<file path="src/rtl/reset_pkg.sv">
// Shared definitions for the reset sequencer and its helpers.
//   state_t   : sequencer FSM state encoding (ASSERT, RELEASE, RUN)
//   clog2_max : ceil(log2(max(a, b))), used to size the internal counter
package reset_pkg;

  typedef enum logic [1:0] {
    ASSERT  = 2'd0,
    RELEASE = 2'd1,
    RUN     = 2'd2
  } state_t;

  // Smallest r with 2**r >= max(a, b). Returns 0 when max(a, b) <= 1.
  function automatic int clog2_max(input int a, input int b);
    int m;
    int r;
    m = (a > b) ? a : b;
    r = 0;
    while ((1 << r) < m) r++;
    return r;
  endfunction

endpackage

</file>
<file path="src/rtl/reset_synchronizer.sv">
// Reset synchroniser: a chain of SYNC_STAGES flops with its data input tied
// low and every flop asynchronously preset by rst. rst_sync therefore goes
// high the instant rst rises and falls SYNC_STAGES clock edges after rst
// falls, giving a glitch-free, clock-aligned release.
//   clk      : destination clock
//   rst      : asynchronous active-high reset
//   rst_sync : synchronised active-high reset
module reset_synchronizer #(
  parameter int SYNC_STAGES = 2
) (
  input  logic clk,
  input  logic rst,
  output logic rst_sync
);

  logic [SYNC_STAGES-1:0] chain;

  always_ff @(posedge clk or posedge rst) begin
    if (rst) begin
      chain <= '1;
    end else begin
      chain <= {chain[SYNC_STAGES-2:0], 1'b0};
    end
  end

  assign rst_sync = chain[SYNC_STAGES-1];

endmodule

</file>
<file path="src/rtl/reset_sequencer.sv">
// Chip reset sequencer. Synchronises the asynchronous reset, keeps every
// domain in reset for MIN_ASSERT_CYCLES after the synchronised release, then
// frees the NUM_DOMAINS outputs one at a time, domain 0 first, one every
// STAGGER_CYCLES edges. A single-cycle sw_reset_req seen in RELEASE or RUN
// re-asserts every domain and replays the sequence.
//   clk          : system clock
//   reset        : asynchronous active-high reset (asserts immediately)
//   sw_reset_req : synchronous single-cycle software reset request
//   rst_out      : active-high domain resets, bit k drives domain k
//   busy         : high whenever the sequencer is not in RUN
//   done         : one-cycle pulse coinciding with the last domain release
//   state        : current FSM state, exported for observation
module reset_sequencer
  import reset_pkg::*;
#(
  parameter int SYNC_STAGES       = 2,
  parameter int NUM_DOMAINS       = 4,
  parameter int MIN_ASSERT_CYCLES = 16,
  parameter int STAGGER_CYCLES    = 8
) (
  input  logic                   clk,
  input  logic                   reset,
  input  logic                   sw_reset_req,
  output logic [NUM_DOMAINS-1:0] rst_out,
  output logic                   busy,
  output logic                   done,
  output state_t                 state
);

  localparam int CNT_WIDTH = clog2_max(MIN_ASSERT_CYCLES, STAGGER_CYCLES) + 1;
  localparam logic [CNT_WIDTH-1:0] ASSERT_LAST  = CNT_WIDTH'(MIN_ASSERT_CYCLES - 1);
  localparam logic [CNT_WIDTH-1:0] STAGGER_LAST = CNT_WIDTH'(STAGGER_CYCLES - 1);

  logic                   rst_sync;
  logic [CNT_WIDTH-1:0]   cnt;
  logic [NUM_DOMAINS-1:0] next_mask;

  reset_synchronizer #(
    .SYNC_STAGES(SYNC_STAGES)
  ) u_sync (
    .clk     (clk),
    .rst     (reset),
    .rst_sync(rst_sync)
  );

  // Released domains are always a contiguous run of low bits, so freeing the
  // next domain is a left shift of the still-held mask. When the shifted mask
  // is empty, the domain being freed is the last one.
  assign next_mask = rst_out << 1;

  // One counter serves both the assert hold and the stagger gaps; it is
  // cleared on every terminal compare and on every state change.
  always_ff @(posedge clk or posedge reset) begin
    if (reset) begin
      state   <= ASSERT;
      cnt     <= '0;
      rst_out <= '1;
      busy    <= 1'b1;
      done    <= 1'b0;
    end else begin
      done <= 1'b0;
      if (sw_reset_req && (state != ASSERT)) begin
        state   <= ASSERT;
        cnt     <= '0;
        rst_out <= '1;
        busy    <= 1'b1;
      end else begin
        case (state)
          ASSERT: begin
            rst_out <= '1;
            busy    <= 1'b1;
            if (rst_sync) begin
              cnt <= '0;
            end else if (cnt == ASSERT_LAST) begin
              cnt     <= '0;
              rst_out <= next_mask;
              if (next_mask == '0) begin
                state <= RUN;
                busy  <= 1'b0;
                done  <= 1'b1;
              end else begin
                state <= RELEASE;
              end
            end else begin
              cnt <= cnt + 1'b1;
            end
          end

          RELEASE: begin
            if (cnt == STAGGER_LAST) begin
              cnt     <= '0;
              rst_out <= next_mask;
              if (next_mask == '0) begin
                state <= RUN;
                busy  <= 1'b0;
                done  <= 1'b1;
              end
            end else begin
              cnt <= cnt + 1'b1;
            end
          end

          RUN: begin
            cnt     <= '0;
            rst_out <= '0;
            busy    <= 1'b0;
          end

          default: begin
            state   <= ASSERT;
            cnt     <= '0;
            rst_out <= '1;
            busy    <= 1'b1;
          end
        endcase
      end
    end
  end

endmodule
</file>
<file path="config.mk">
export PLATFORM = sky130hd
export DESIGN_NAME = reset_sequencer
export DESIGN_NICKNAME = d
export VERILOG_FILES = /design/src/rtl/reset_pkg.sv /design/src/rtl/reset_synchronizer.sv /design/src/rtl/reset_sequencer.sv
export SDC_FILE = /design/constraint.sdc
export NUM_CORES = 1
export LEC_CHECK = 0
export CAP_MARGIN = 15
export CORE_UTILIZATION = 52
export DETAILED_ROUTE_END_ITERATION = 8
export PLACE_DENSITY = 0.75
export SYNTH_ARGS = -nofsm -noshare
export SYNTH_HDL_FRONTEND = slang
export SYNTH_SLANG_ARGS = --single-unit
</file>
<file path="constraint.sdc">
create_clock -name clk -period 2.28 [get_ports clk]
set_clock_uncertainty 0.15 [all_clocks]
set_input_delay 0.456 -clock clk [delete_from_list [all_inputs] [get_ports clk]]
set_output_delay 0.456 -clock clk [all_outputs]
set_load 0.05 [all_outputs]
</file>
==> results.cfg, run 1 <==
[sta]
fin_setup_tns_ns = 0
final.min_clock_period_ns = 2.23
max_freq_mhz = 449
holdWs_ns = 0.212
slew_headroom = 0.634
hold_viol = 0
rsz0062_at_grt = no
post-route-period-util = 0.976
tightest_slew_ns = 0.549
maxSlewViolCount = 0
finalSetupViolCount = 0

[worst_setup_path]
crit_end = rst_out[3]
endpoint_kind = output pin
crit_family = buffers and inverters
crit_cells = 1
r2r-end = state[0]
crit_buf_inv = 1
critPathRequiredTime_ns = 1.67
criticalPathCategory = reg2out
worstSetupStartpointType = flop
crit_chain = clkdlybuf4s50_1
ff2ff_path_depth = 6
reg2reg_slack_ns = 0.47
slowest_delay_ns = 0.79
critPathSlowestCell = clkdlybuf4s50_1
critical_path_arrival_ns = 1.62
setup.worst_path.start = rst_out[3]
cp_max_fo = 2
r2r-start = state[0]

[grt]
antenna_found_initial = 0
grt.total_usage = 0.194
grt.overflow.total = 0
grt_pass1_wl_um = 2700
grt_max_degree = 16
grt_pass1_vias = 593

[clock_tree]
cts_tree = built
path_clk_slew_ns = 0.09
post_cts_resized = 0
cts_root_buf = clkbuf_4
cts_sinks = 15
post_cts_buffers = 0
hold_buffers = 0
clock_latency_ns = 0.28
ctsHtreeMaxLevel = 1
cts_buffers = 3
clock_path_buffers = 2

[min_path]
whs_path_depth = 0
hold_path.class = reg2reg

[yosys]
synthTopCellsByArea = dfrtp_1 (22%), dfstp_2 (20%), ha_1 (9.6%), nand2b_4 (4.5%), a2bb2oi_2 (3.3%)
netlist-cell-type-count = 31
synth_compound_area_frac = 0.183
synth_adder_area_share = 0.0963
synth_xor_area_frac = 0.0193
synth_top_area_share = 0.220
synth_edf_count = 0
synthSimpleGateAreaFrac = 0.206
yosysSeqAreaShare = 0.422
synth_flop_cell = dfrtp_1
synth_top_family_by_area = simple AND/OR/NAND/NOR gates
ys_seq_elements = 15
synth_area_per_cell_um2 = 10.7
postSynth.asyncResetShare = 1.00
netlist.top_cell.by_area = dfrtp_1
synth_warnings = 0
synth_nets = 95
synth_mux_area_frac = 0.0110
netlist_area_um2 = 910
netlist_instances = 85

[floorplanning]
die_x_um = 43.8
die_y_um = 43.8
start_util = 0.577
core_mm2 = 0.00158
die_area_mm2 = 0.00192
ioPinCount = 11
rows = 14

[routing]
wl_um = 1550
via_count = 638
wl_per_cell_um = 13.7
ant_nets = 0
drc = 1
first_iter_violations = 9
dr.pass1.iters = 5
vias_per_cell = 5.65

[pwr]
powerDensity_mw_per_mm2 = 1090
p_leak_nw = 0.451
ir_drop_v = 0.000652
finalPower_mw = 1.12

[run]
drv_cap = 0

[status]
violations = design-rule violations
status = complete, but fails checks

[finish]
fin_nets = 108
syn2layout_area_growth_pct = 12.9
diodes = 0
final_layout_size_suffix_gt1_frac = 0.258

[placed_design]
globalplace.congestion = 0.817
port-buffer-count = 10
hpwl_um = 1170
==> through the flow <==
step,utilization,worst slack (ns),area (um^2),instances
after global placement,0.634,0.373,1000,109
after global routing,0.652,0.0111,1030,113
after CTS,0.652,0.0435,1030,113
after floorplan,-,0.210,910,85
after detailed placement,0.634,0.376,1000,109
final,0.652,0.0537,1030,113
==> cell type report <==
class                      count  area, um^2
multi-input combinational     60         473
clock inverter                 1        5.00
fill                         132         549
timing repair buffer          10        92.6
inverter                       8        30.0
sequential                    15         384
tap                           16        20.0
clock buffer                   3        22.5
==> how the worst min path moves through the flow <==
| stage | from | to | slack [ns] |
|---|---|---|---|
| after global routing | u_sync.chain[0] | u_sync.chain[1] | 0.22 |
| after global placement | u_sync.chain[0] | u_sync.chain[1] | 0.20 |
| after CTS | u_sync.chain[0] | u_sync.chain[1] | 0.21 |
| after floorplan | reset | cnt[0] | 0.20 |
| final | u_sync.chain[0] | u_sync.chain[1] | 0.21 |
| after detailed placement | u_sync.chain[0] | u_sync.chain[1] | 0.20 |
==> synthesized netlist by cell type (all sizes together), types with 2 or more instances <==
cell type,n
a21oi,4
nand2,8
nand3,3
dfrtp,8
nor3,2
inv,8
nor2,6
ha,7
buf,2
dfstp,7
a2bb2oi,5
nand2b,5
o21ai,6
==> placed cells by master, fill, tap and decap left out, types with 2 or more instances in the layout <==
master	instances
a21oi_1	4
a2bb2oi_1	3
a2bb2oi_2	2
buf_4	3
clkbuf_4	3
clkdlybuf4s50_1	7
dfrtp_1	8
dfstp_2	7
ha_1	7
inv_1	8
nand2_1	8
nand2b_1	2
nand2b_4	3
nand3_1	3
nor2_1	6
o21ai_0	3
o21ai_1	3
==> sequential cells by signal, summed over array words and instances, names as in the netlist <==
name          flops
done              1
busy              1
cnt               5
u_sync.chain      2
rst_out           4
state             2
==> logic make-up after synthesis <==
| kind of cell | Yosys count |
|---|---|
| AND/OR/NAND/NOR | 29 |
| AO/OA/AOI/OAI | 20 |
| flip-flops | 15 |
| buffers and inverters | 10 |
| adder cells (fa/ha/maj) | 7 |
| XOR/XNOR | 2 |
| other | 1 |
| multiplexers | 1 |
==> layer usage <==
metal / global-route usage / part of all wire / vias up
met5: 0 / 0 / -
met4: 0.0750 / 0.014 / 0
met3: 0.0375 / 0.034 / 4
met2: 0.281 / 0.44 / 11
met1: 0.286 / 0.51 / 307
li1: - / - / 316
==> power by group <==
group,internal [mW],total (mW),switching (mW)
clock,0.0651,0.151,0.0859
combinational,0.226,0.577,0.351
sequential,0.337,0.388,0.0502
total,0.628,1.12,0.487
No activity file was read; power rests on OpenSTA's default activity.
==> run 2, diff against run 1 <==
--- a/config.mk
+++ b/config.mk
@@ -8,7 +8,9 @@
 export CAP_MARGIN = 15
 export CORE_UTILIZATION = 52
 export DETAILED_ROUTE_END_ITERATION = 8
+export GPL_TIMING_DRIVEN = 0
 export PLACE_DENSITY = 0.75
+export REMOVE_ABC_BUFFERS = 1
 export SYNTH_ARGS = -nofsm -noshare
 export SYNTH_HDL_FRONTEND = slang
 export SYNTH_SLANG_ARGS = --single-unit
==> run 2 against run 1 <==
Against the previous run:
- final cell count unchanged
- die area unchanged
- critical endpoint is now busy
- sequential power about the same
- the flow now finishes without violations
==> results.cfg, run 2 (synthesis gave the netlist of run 1 again) <==
[worst_setup_path]
critPathRequiredTime_ns = 1.67
critPathSlowestCell = clkdlybuf4s50_1
cp_max_fo = 2
criticalPathCategory = reg2out
crit_family = buffers and inverters
worstSetupStartpointType = flop
slowest_delay_ns = 0.79
crit_buf_inv = 1
crit_chain = clkdlybuf4s50_1
critical_path_arrival_ns = 1.62
endpoint_kind = output pin

[grt]
grt.overflow.total = 0
grt_max_degree = 16
grt_pass1_vias = 606
grt.total_usage = 0.188
antenna_found_initial = 0
grt_pass1_wl_um = 2660

[run]
drv_cap = 0

[sta]
finalSetupViolCount = 0
slew_headroom = 0.619
final.min_clock_period_ns = 2.23
post-route-period-util = 0.977
holdWs_ns = 0.213
hold_viol = 0
rsz0062_at_grt = no
maxSlewViolCount = 0
tightest_slew_ns = 0.572
fin_setup_tns_ns = 0
max_freq_mhz = 449

[pwr]
p_int_mw = 0.631
net-switching-power_mw = 0.491
p_clk_frac = 0.137
powerDensity_mw_per_mm2 = 1080
swShare = 0.438
pwr-share-seq = 0.344
p_comb_frac = 0.518
ir_drop_v = 0.000755
p_leak_nw = 0.453

[finish]
multi_input_area_um2 = 473
syn2layout_area_growth_pct = 14.6
largestRegisters = cnt (5), rst_out (4)
regMostFlops = cnt
n_fill_cell = 132
final_cell_mix = inv_1 (8), nand2_1 (8), dfrtp_1 (8)
diodes = 0
final_layout_size_suffix_gt1_frac = 0.227
seq_area_um2 = 384
largest_reg_flops = 5
fin_nets = 108

[placed_design]
port-buffer-count = 10
globalplace.congestion = 0.795
hpwl_um = 1180

[floorplanning]
core_mm2 = 0.00158
die_y_um = 43.8
rows = 14
ioPinCount = 11
die_x_um = 43.8
die_area_mm2 = 0.00192
start_util = 0.577

[routing]
wl_per_cell_um = 13.9
vias_per_cell = 5.58
first_iter_violations = 13
via_count = 630
wl_um = 1570
drc = 0
dr.pass1.iters = 4
ant_nets = 0

[clock_tree]
cts_buffers = 3
clock_path_buffers = 2
clock_latency_ns = 0.28
cts_tree = built
path_clk_slew_ns = 0.10
post_cts_buffers = 0
ctsHtreeMaxLevel = 1
cts_root_buf = clkbuf_4
cts_sinks = 15

[min_path]
hold_path.class = reg2reg

[status]
status = completed
-- run 2: changes by cell type in the layout (fill, tap and decap cells not counted) --
| cell | delta |
|---|---|
| dlymetal6s2s_1 | +3 |
| buf_4 | -3 |
-- run 2: timing repair --
item / in CTS / in global routing
endpoints found under the setup margin: 0 / 3
endpoints found under the hold margin: 0 / 0
gates resized for setup: 0 / 3
hold buffers: 0 / 0
-- run 2: path summary, 6_finish.rpt --
kind | endpoint | slack (ns) | depth (start not counted) | startpoint
worst max-delay path | busy | 0.05 | 1 | busy
worst min-delay path | u_sync.chain[1] | 0.21 | 0 | u_sync.chain[0]
worst max register to register | state[1] | 0.47 | 6 | state[0]
worst min register to register | u_sync.chain[1] | 0.21 | 0 | u_sync.chain[0]
max in group asynchronous | u_sync.chain[0] | 1.23 | 2 | reset
min in group asynchronous | done | 0.36 | 2 | reset
-- run 2: stage by stage --
step | area (um^2) | util | power (mW) | cells | setup slack, ns
floorplan | 887 | - | 0.840 | 83 | 0.313
CTS | 1030 | 0.656 | 1.13 | 113 | 0.00155
detailed placement | 1010 | 0.639 | 0.971 | 109 | 0.327
finish | 1040 | 0.661 | 1.12 | 113 | 0.0528
global route | 1040 | 0.661 | 1.19 | 113 | 0.0272
global placement | 1010 | 0.639 | 0.960 | 109 | 0.318
-- run 2: cell type report --
type / count / area share
Timing Repair Buffer: 10 / 0.103
Inverter: 8 / 0.0288
Multi-Input combinational cell: 60 / 0.454
Sequential cell: 15 / 0.369
Clock buffer: 3 / 0.0216
Clock inverter: 1 / 0.00480
Tap cell: 16 / 0.0192
-- run 2: power by group through the flow --
stage | clock network, mW | registers, mW | logic [mW]
2_1_floorplan | 0 | 0.497 | 0.343
3_3_place_gp | 0 | 0.389 | 0.571
3_5_place_dp | 0 | 0.392 | 0.580
4_1_cts | 0.156 | 0.387 | 0.583
5_1_grt | 0.164 | 0.394 | 0.632
6_report | 0.154 | 0.386 | 0.582
-- run 2: per-layer routing --
layer | track usage | share of wire | up-vias
li1 | - | - | 317
met1 | 0.250 | 0.51 | 302
met2 | 0.307 | 0.46 | 9
met3 | 0.0375 | 0.030 | 2
met4 | 0.0563 | 0.0032 | 0
met5 | 0 | 0 | -
==> run 3, diff against run 2 <==
--- a/config.mk
+++ b/config.mk
@@ -6,6 +6,7 @@
 export NUM_CORES = 1
 export LEC_CHECK = 0
 export CAP_MARGIN = 15
+export CORE_ASPECT_RATIO = 0.8
 export CORE_UTILIZATION = 52
 export DETAILED_ROUTE_END_ITERATION = 8
 export GPL_TIMING_DRIVEN = 0
==> run 3 against run 2 <==
Against the previous run:
- non-clock buffer count did not move
- setup slack better by 0.0071 ns
- die area about the same
- core utilization fell by 1.8 points
- clock power decreased by 4%
- first-iteration DRC count shrank 31%
- worst hold slack worse by 0.0042 ns
- via count fell by 3.0%
- final cell count rose by 5.3%
- global-route usage grew 0.83 points
- highest routed layer is now met3
==> results.cfg, run 3 (synthesis gave the netlist of run 1 again) <==
[status]
status = completed

[placed_design]
globalplace.congestion = 0.809
hpwl_um = 1280
dpl-instance-area_mm2 = 0.00101
pre_cts_ws_ns = 0.321
placed_cells = 115
port-buffer-count = 10

[sta]
post-route-period-util = 0.974
fin_setup_tns_ns = 0
final.min_clock_period_ns = 2.22
finalSetupViolCount = 0
tightest_slew_ns = 0.557
rsz0062_at_grt = no
hold_viol = 0
layout_setup_ws_ns = 0.0599
holdWs_ns = 0.209
max_freq_mhz = 450
maxSlewViolCount = 0
slew_headroom = 0.628

[routing]
wl_um = 1650
via_count = 611
ant_nets = 0
dr.pass1.iters = 4
vias_per_cell = 5.13
drc = 0
wl_per_cell_um = 13.9
first_iter_violations = 9

[finish]
n_fill_cell = 131
multi_input_area_um2 = 473
regMostFlops = cnt
seq_area_um2 = 384
fin_nets = 108
syn2layout_area_growth_pct = 15.0
largest_reg_flops = 5
diodes = 0
fin_area_mm2 = 0.00105
final_cell_mix = inv_1 (8), nand2_1 (8), dfrtp_1 (8)
instances_no_fill = 119
largestRegisters = cnt (5), rst_out (4)
final_layout_size_suffix_gt1_frac = 0.227
final_core_util = 0.643

[floorplanning]
start_util = 0.559
ioPinCount = 11
die_y_um = 39.4
core_mm2 = 0.00163
die_x_um = 48.8
rows = 13
die_area_mm2 = 0.00192

[min_path]
whs_path_depth = 0
hold_path.class = reg2reg

[pwr]
pwr-share-seq = 0.344
swShare = 0.435
p_leak_nw = 0.450
p_int_mw = 0.632
p_comb_frac = 0.523
p_clk_frac = 0.133
finalPower_mw = 1.12
powerDensity_mw_per_mm2 = 1070
net-switching-power_mw = 0.486
ir_drop_v = 0.000833

[clock_tree]
clock_latency_ns = 0.28
clock_path_buffers = 2
ctsHtreeMaxLevel = 1
hold_buffers = 0
cts_tree = built
path_clk_slew_ns = 0.08
cts_sinks = 15
cts_buffers = 3
post_cts_buffers = 0
cts_root_buf = clkbuf_4

[grt]
grt_pass1_vias = 570
grt.overflow.total = 0
grt_max_degree = 16
grt.total_usage = 0.196
grt_pass1_wl_um = 2610
antenna_found_initial = 0

[worst_setup_path]
critPathRequiredTime_ns = 1.67
endpoint_kind = output pin
worstSetupStartpointType = flop
crit_buf_inv = 1
critPathSlowestCell = clkdlybuf4s50_1
crit_chain = clkdlybuf4s50_1
criticalPathCategory = reg2out
ff2ff_path_depth = 6
cp_max_fo = 2
slowest_delay_ns = 0.80
crit_family = buffers and inverters
critical_path_arrival_ns = 1.61
crit_cells = 1

[run]
drv_cap = 0
## run 3: layer usage
metal	vias up	part of all wire	global-route usage
met4	0	0	0.0662
met1	283	0.52	0.249
li1	316	-	-
met5	-	0	0
met2	12	0.44	0.309
met3	0	0.041	0.0736
## run 3: cell type report
cell class | instances | share of cell area
Timing Repair Buffer | 10 | 0.0993
Inverter | 8 | 0.0287
Tap cell | 22 | 0.0263
Multi-Input combinational cell | 60 | 0.452
Clock buffer | 3 | 0.0215
Clock inverter | 1 | 0.00478
Sequential cell | 15 | 0.367
## run 3: path summary, 6_finish.rpt
kind | startpoint | end | slack, ns
worst max-delay path | busy | busy | 0.06
worst min-delay path | u_sync.chain[0] | u_sync.chain[1] | 0.21
worst max register to register | state[1] | state[1] | 0.40
worst min register to register | u_sync.chain[0] | u_sync.chain[1] | 0.21
max in group asynchronous | reset | rst_out[3] | 1.24
min in group asynchronous | reset | cnt[4] | 0.36
## run 3: what timing repair did
item                       in CTS  in global routing
hold endpoints to repair        0                  0
gates resized for setup         1                  2
setup endpoints to repair       1                  2
## run 3: power by group through the flow
| stage | Clock (mW) | Sequential, mW | Combinational [mW] |
|---|---|---|---|
| floorplan | 0 | 0.497 | 0.343 |
| global placement | 0 | 0.388 | 0.577 |
| detailed placement | 0 | 0.390 | 0.587 |
| CTS | 0.156 | 0.385 | 0.586 |
| global route | 0.169 | 0.393 | 0.632 |
| finish | 0.148 | 0.384 | 0.585 |
